===== config.mk =====
export PLATFORM = sky130hd
export DESIGN_NAME = fft_input_reorder
export DESIGN_NICKNAME = d
export VERILOG_FILES = /design/src/rtl/fft_input_reorder.sv
export SDC_FILE = /design/constraint.sdc
export NUM_CORES = 2
export LEC_CHECK = 0
export CORE_ASPECT_RATIO = 2
export CORE_UTILIZATION = 30
export DETAILED_ROUTE_END_ITERATION = 8
export GPL_ROUTABILITY_DRIVEN = 0
export GPL_TIMING_DRIVEN = 1
export PLACE_DENSITY = 0.59
export SYNTH_ARGS = -nofsm -noshare
export SYNTH_HDL_FRONTEND = slang
export SYNTH_SLANG_ARGS = --single-unit

===== constraint.sdc =====
create_clock -name clk -period 43.4 [get_ports clk]
set_input_delay 10.85 -clock clk [delete_from_list [all_inputs] [get_ports clk]]
set_output_delay 10.85 -clock clk [all_outputs]
set_load 0.01 [all_outputs]

===== src/rtl/fft_input_reorder.sv =====
// Serial-to-parallel front end for the 16-point FFT: natural-order samples are
// written at bit-reversed addresses into a ping-pong buffer and presented as 16 lanes.
module fft_input_reorder #(
   parameter int DATA_WIDTH = 16,
   parameter int N_POINTS   = 16
) (
   input  logic                           clk,
   input  logic                           rst,
   input  logic                           in_valid,
   output logic                           in_ready,
   input  logic [DATA_WIDTH-1:0]          in_real,
   input  logic [DATA_WIDTH-1:0]          in_imag,
   input  logic                           in_last,
   output logic                           out_valid,
   input  logic                           out_ready,
   output logic [N_POINTS*DATA_WIDTH-1:0] out_real,
   output logic [N_POINTS*DATA_WIDTH-1:0] out_imag,
   output logic                           frame_error
);

   localparam int IDX_W = $clog2(N_POINTS);
   localparam logic [IDX_W-1:0] LAST_IDX = IDX_W'(N_POINTS - 1);

   logic [DATA_WIDTH-1:0] bank_real [2][N_POINTS];
   logic [DATA_WIDTH-1:0] bank_imag [2][N_POINTS];
   logic [1:0]            full;
   logic                  wr_bank;
   logic                  rd_bank;
   logic [IDX_W-1:0]      wr_idx;

   logic accept;
   logic consume;
   logic close_frame;
   logic bad_frame;

   function automatic logic [IDX_W-1:0] bitrev(input logic [IDX_W-1:0] idx);
      logic [IDX_W-1:0] rev;
      for (int unsigned b = 0; b < IDX_W; b++) begin
         rev[b] = idx[IDX_W-1-b];
      end
      return rev;
   endfunction

   always_comb begin
      in_ready    = !full[wr_bank];
      out_valid   = full[rd_bank];
      accept      = in_valid && in_ready;
      consume     = out_valid && out_ready;
      close_frame = accept && (wr_idx == LAST_IDX) && in_last;
      bad_frame   = accept && ((wr_idx == LAST_IDX) != in_last);
   end

   // A rejected sample may land in the write bank; harmless, since that bank
   // is not full and the partial frame restarts from index 0 anyway.
   always_ff @(posedge clk or posedge rst) begin
      if (rst) begin
         for (int unsigned b = 0; b < 2; b++) begin
            for (int unsigned k = 0; k < N_POINTS; k++) begin
               bank_real[b][k] <= '0;
               bank_imag[b][k] <= '0;
            end
         end
      end else if (accept) begin
         bank_real[wr_bank][bitrev(wr_idx)] <= in_real;
         bank_imag[wr_bank][bitrev(wr_idx)] <= in_imag;
      end
   end

   // Close and consume always hit different banks (close needs an empty bank,
   // consume a full one), so both full-flag updates can apply together.
   always_ff @(posedge clk or posedge rst) begin
      if (rst) begin
         full        <= '0;
         wr_bank     <= 1'b0;
         rd_bank     <= 1'b0;
         wr_idx      <= '0;
         frame_error <= 1'b0;
      end else begin
         frame_error <= bad_frame;
         if (accept) begin
            if (close_frame) begin
               full[wr_bank] <= 1'b1;
               wr_bank       <= !wr_bank;
               wr_idx        <= '0;
            end else if (bad_frame) begin
               wr_idx <= '0;
            end else begin
               wr_idx <= wr_idx + 1'b1;
            end
         end
         if (consume) begin
            full[rd_bank] <= 1'b0;
            rd_bank       <= !rd_bank;
         end
      end
   end

   for (genvar k = 0; k < N_POINTS; k++) begin : g_lane
      assign out_real[k*DATA_WIDTH +: DATA_WIDTH] = bank_real[rd_bank][k];
      assign out_imag[k*DATA_WIDTH +: DATA_WIDTH] = bank_imag[rd_bank][k];
   end

endmodule


==> results.md <==
Logic synthesis:
- For this run, the leading register cell type out of synthesis is dfrtp_1.
- Synthesis inferred 1,033 register bits.
- When the netlist entered floorplanning its net count stood at 2,966.
- Sorting the synthesized cells by area gives the leading types as dfrtp_1 (57%), mux2_2 (36%), mux2_4 (2.0%), clkbuf_1 (1.2%), buf_2 (1.1%).
- The per-instance average area after synthesis is 15.5 µm².
- The area fraction of the dominant cell type after synthesis is 57.1%.
- Synthesis handed over a netlist of 2,925 instances.
- Of the synthesized area, sequential elements account for 57.1%.
- The proportion of register bits with asynchronous set or reset after synthesis is 100%.
- The cell area that synthesis handed to floorplanning was 45,300 µm².
- Of all cell types, the one taking the most synthesized area is dfrtp_1.
- During synthesis, Yosys emitted a total of 0 warnings.
- The synthesized netlist contains 44 unique library cells.
- The count of flip-flops with a built-in enable after synthesis is 0.

Detailed routing:
- Dividing the detail-routed wire length by the instance count gives 24.7 µm.
- The post-detailed-route count of antenna-violating nets is 0.
- The number of search-and-repair iterations in the first detailed-routing pass is 4.
- Summing over every cut layer, the via total after detailed routing is 25,700.
- The first-iteration detailed-routing DRC count is 1,035.
- The final routed DRC violation total is 0.
- The average via count per standard cell is 4.79.
- After detailed routing, the total wire length is 133,000 µm.

Run:
- The number of max-cap violations is 0.

Setup path:
- The largest single stage delay on the critical path is 0.86 ns.
- Measured in cells, the most critical reg-to-reg path has a length of 4.
- The largest individual stage delay along the critical path comes from the cell buf_4.
- The signal arrival time at the worst endpoint is 16.94 ns.
- The kind of capture point of the worst setup path is an asynchronous set/reset pin.
- In this run the worst setup path terminates at bank_imag[173]$_DFFE_PP0P_.
- The cell that appears most often on the critical path is buf_4.
- The worst register-to-register path begins at wr_idx[3]$_DFFE_PP0P_.
- In this run the number of cells on the critical path is 8.
- The largest driver fanout on the critical path is 127.
- The buffers plus inverters on the worst setup path is 8.
- The worst setup path is launched from a primary input.
- The endpoint of the lowest-slack register-to-register path is bank_real[168]$_DFFE_PP0P_.
- The required time at the endpoint of the critical path is 44.10 ns.
- The kind of critical path is in -> async.
- The most critical setup path has its startpoint at rst.
- On the critical path the largest part of the delay comes from buffers and inverters.
- The worst setup slack for register-to-register paths is 40.24 ns.
- Walking the worst path, the cells encountered are clkdlybuf4s50_1 > inv_8 > buf_4 > buf_4 > buf_4 > buf_4 > buf_4 > buf_4.

Final layout:
- For this run, the post-layout net count is 3,404.
- The area growth from synthesis to final layout is 22.7%.
- After routing the design area is 55,600 µm².
- Of the cells placed in the final design, the portion with a size suffix greater than 1 is 52.1%.
- The final cell count without fillers is 5,372.
- At the end of the flow the core is filled with cells to 37.1%.

Timing:
- The timing-limited maximum frequency is 61.6 MHz.
- The worst setup skew after layout is 0.0183 ns.
- The accumulated negative setup slack is 0 ns.
- The tightest hold path in the finished design has a slack of 0.487 ns.
- The number of hold violations in the final report came to 0.
- Setup repair after global routing left no endpoint under its margin.
- The remaining max-slew budget at the tightest pin is 23.1%.
- The number of pins with negative max-slew slack in the final report came to 0.
- The worst path in the final design needs a cycle of 16.23 ns, including I/O delays and setup.
- Setup violations remaining at the end of the flow were counted as 0.
- For the pin with the worst max-slew slack, the measured transition is 1.15 ns.
- After layout, the worst path uses 37.4% of the clock period.

GRT:
- The remaining global-route overflow is 0.
- The initial antenna violation count is 5.
- Across every metal layer, demand over resource in global routing totals 17.3%.
- The via count of the first global-routing pass is 28,300.
- Entering global routing, the biggest net connects 173 pins.
- The wire length of the first global-routing pass is 197,000 µm.

Placement:
- Detailed placement ended at an HPWL of 84,900 µm.
- The number of placed instances with taps included is 5,192.
- Once placement finished, the instance area stood at 52,400 µm².
- During placement, the flow inserted port buffers numbering 551.

Run status:
- The run finished with clean final reports.

Clocking:
- The buffer cell driving the clock tree root is clkbuf_16.
- The post-CTS clock slew at the launch and capture registers of the worst setup and hold paths is 0.06 ns.
- The longest clock path from root to sink contains 3 buffers.
- In this run, CTS created clock tree buffers numbering 97.
- The level count of the clock H-tree is 3.
- For this design, the CTS-stage hold fixing added 0 buffers.
- The TritonCTS clock tree is yes.
- The CTS sink count is 1,033.
- The clock latency on the worst-skew pair is 0.67 ns.
- The number of instances resized during post-cts repair is 0.
- The post-CTS setup buffer count is 0.

Power and ir drop:
- Across the VDD grid, the largest voltage drop is 0.0315 mV.
- Power spread over the standard cell area amounts to 38.4 nW/µm².
- For this design the static power due to leakage is 26.2 nW.

Floorplan:
- The initial core utilization is 30.2%.
- The width of the chip is 277 µm.
- 552 I/O pins were placed.
- The floorplan step set the die height to 551 µm.
- The die covers 153,000 µm².
- The number of standard-cell rows in the floorplan is 201.
- The core region is 150,000 µm².

Min path:
- The type of the tightest min-delay check is reg -> reg.
-- cells in the mapped netlist (all sizes together), types with 2 or more instances --
library cell and count:
mux2 1537, dfrtp 1033, clkbuf 140, buf 124, nand2 20, nor2 17
nor2b 8, inv 5, and4bb 4, ha 4, nand4b 3, a32o 2
and3 2, mux2i 2, nand2b 2, nand4bb 2, nor3b 2, or3 2
-- layout make-up --
type / count / area (µm²)
Clock inverter: 34 / 334
Timing Repair Buffer: 603 / 5820
Sequential cell: 1033 / 25900
Fill cell: 14300 / 94300
Inverter: 5 / 26.3
Multi-Input combinational cell: 1623 / 18300
Antenna cell: 4 / 10.0
Clock buffer: 142 / 2850
Tap cell: 1928 / 2410
-- worst min-delay path by stage --
stage               depth (start not counted)                  startpoint                          to
floorplan                                   1  bank_imag[102]$_DFFE_PP0P_  bank_imag[102]$_DFFE_PP0P_
global placement                            1  bank_imag[102]$_DFFE_PP0P_  bank_imag[102]$_DFFE_PP0P_
detailed placement                          1  bank_imag[102]$_DFFE_PP0P_  bank_imag[102]$_DFFE_PP0P_
CTS                                         1  bank_imag[102]$_DFFE_PP0P_  bank_imag[102]$_DFFE_PP0P_
global route                                1  bank_imag[442]$_DFFE_PP0P_  bank_imag[442]$_DFFE_PP0P_
finish                                      1  bank_imag[443]$_DFFE_PP0P_  bank_imag[443]$_DFFE_PP0P_
-- logic make-up (layout without fill, tap and decap cells) --
logic type / after synthesis / after routing / synth area share (%)
compound gates: 10 / 10 / 0.166
xor+xnor: 1 / 1 / 0.0193
fa+ha+maj: 4 / 4 / 0.111
buf+inv: 269 / 784 / 2.88
flops: 1033 / 1033 / 57.1
mux: 1539 / 1539 / 38.8
other cells: 0 / 4 / 0
simple gates: 69 / 69 / 0.973
-- state kept, by name, summed over array words and instances (netlist names) --
signal       cells
wr_idx           4
rd_bank          1
frame_error      1
bank_imag      512
wr_bank          1
bank_real      512
full             2
-- placed cells by master, fill, tap and decap left out, drive strengths merged, types with 3 or more instances in the layout --
cell type	instances
and4bb	4
buf	77
bufinv	4
clkbuf	142
clkdlybuf4s50	526
clkinv	17
clkinvlp	6
dfrtp	1033
diode	4
ha	4
inv	12
mux2	1537
nand2	20
nand4b	3
nor2	17
nor2b	8
-- metal layers --
metal	vias to the layer above	share of wire, %	GRT usage, %
li1	11200	-	-
met1	13800	40	19.8
met2	535	52	31.8
met3	151	5.6	4.18
met4	2	2.4	4.83
met5	-	0.0090	0
-- metrics by stage --
stage,power (mW),worst slack [ns]
2_1_floorplan,1.23,3.48
3_3_place_gp,1.28,26.30
3_5_place_dp,1.29,26.17
4_1_cts,2.17,26.92
5_1_grt,2.23,26.29
6_report,2.13,27.17
-- power breakdown --
group / total, mW / switching [mW] / internal [mW] / leakage (nW)
logic: 0.165 / 0.0793 / 0.0856 / 10.7
registers: 1.10 / 0.0439 / 1.06 / 14.0
clock network: 0.868 / 0.387 / 0.481 / 1.56
total: 2.13 / 0.510 / 1.62 / 26.2
-- worst register-to-register path: cells and delay by family (launching register included) --
| family | cells | cell delay (ns) |
|---|---|---|
| AND/OR/NAND/NOR | 2 | 1.47 |
| flip-flops | 1 | 0.73 |
| buffers and inverters | 1 | 0.44 |
| multiplexers | 1 | 0.40 |
(Power assumes the default switching activity.)
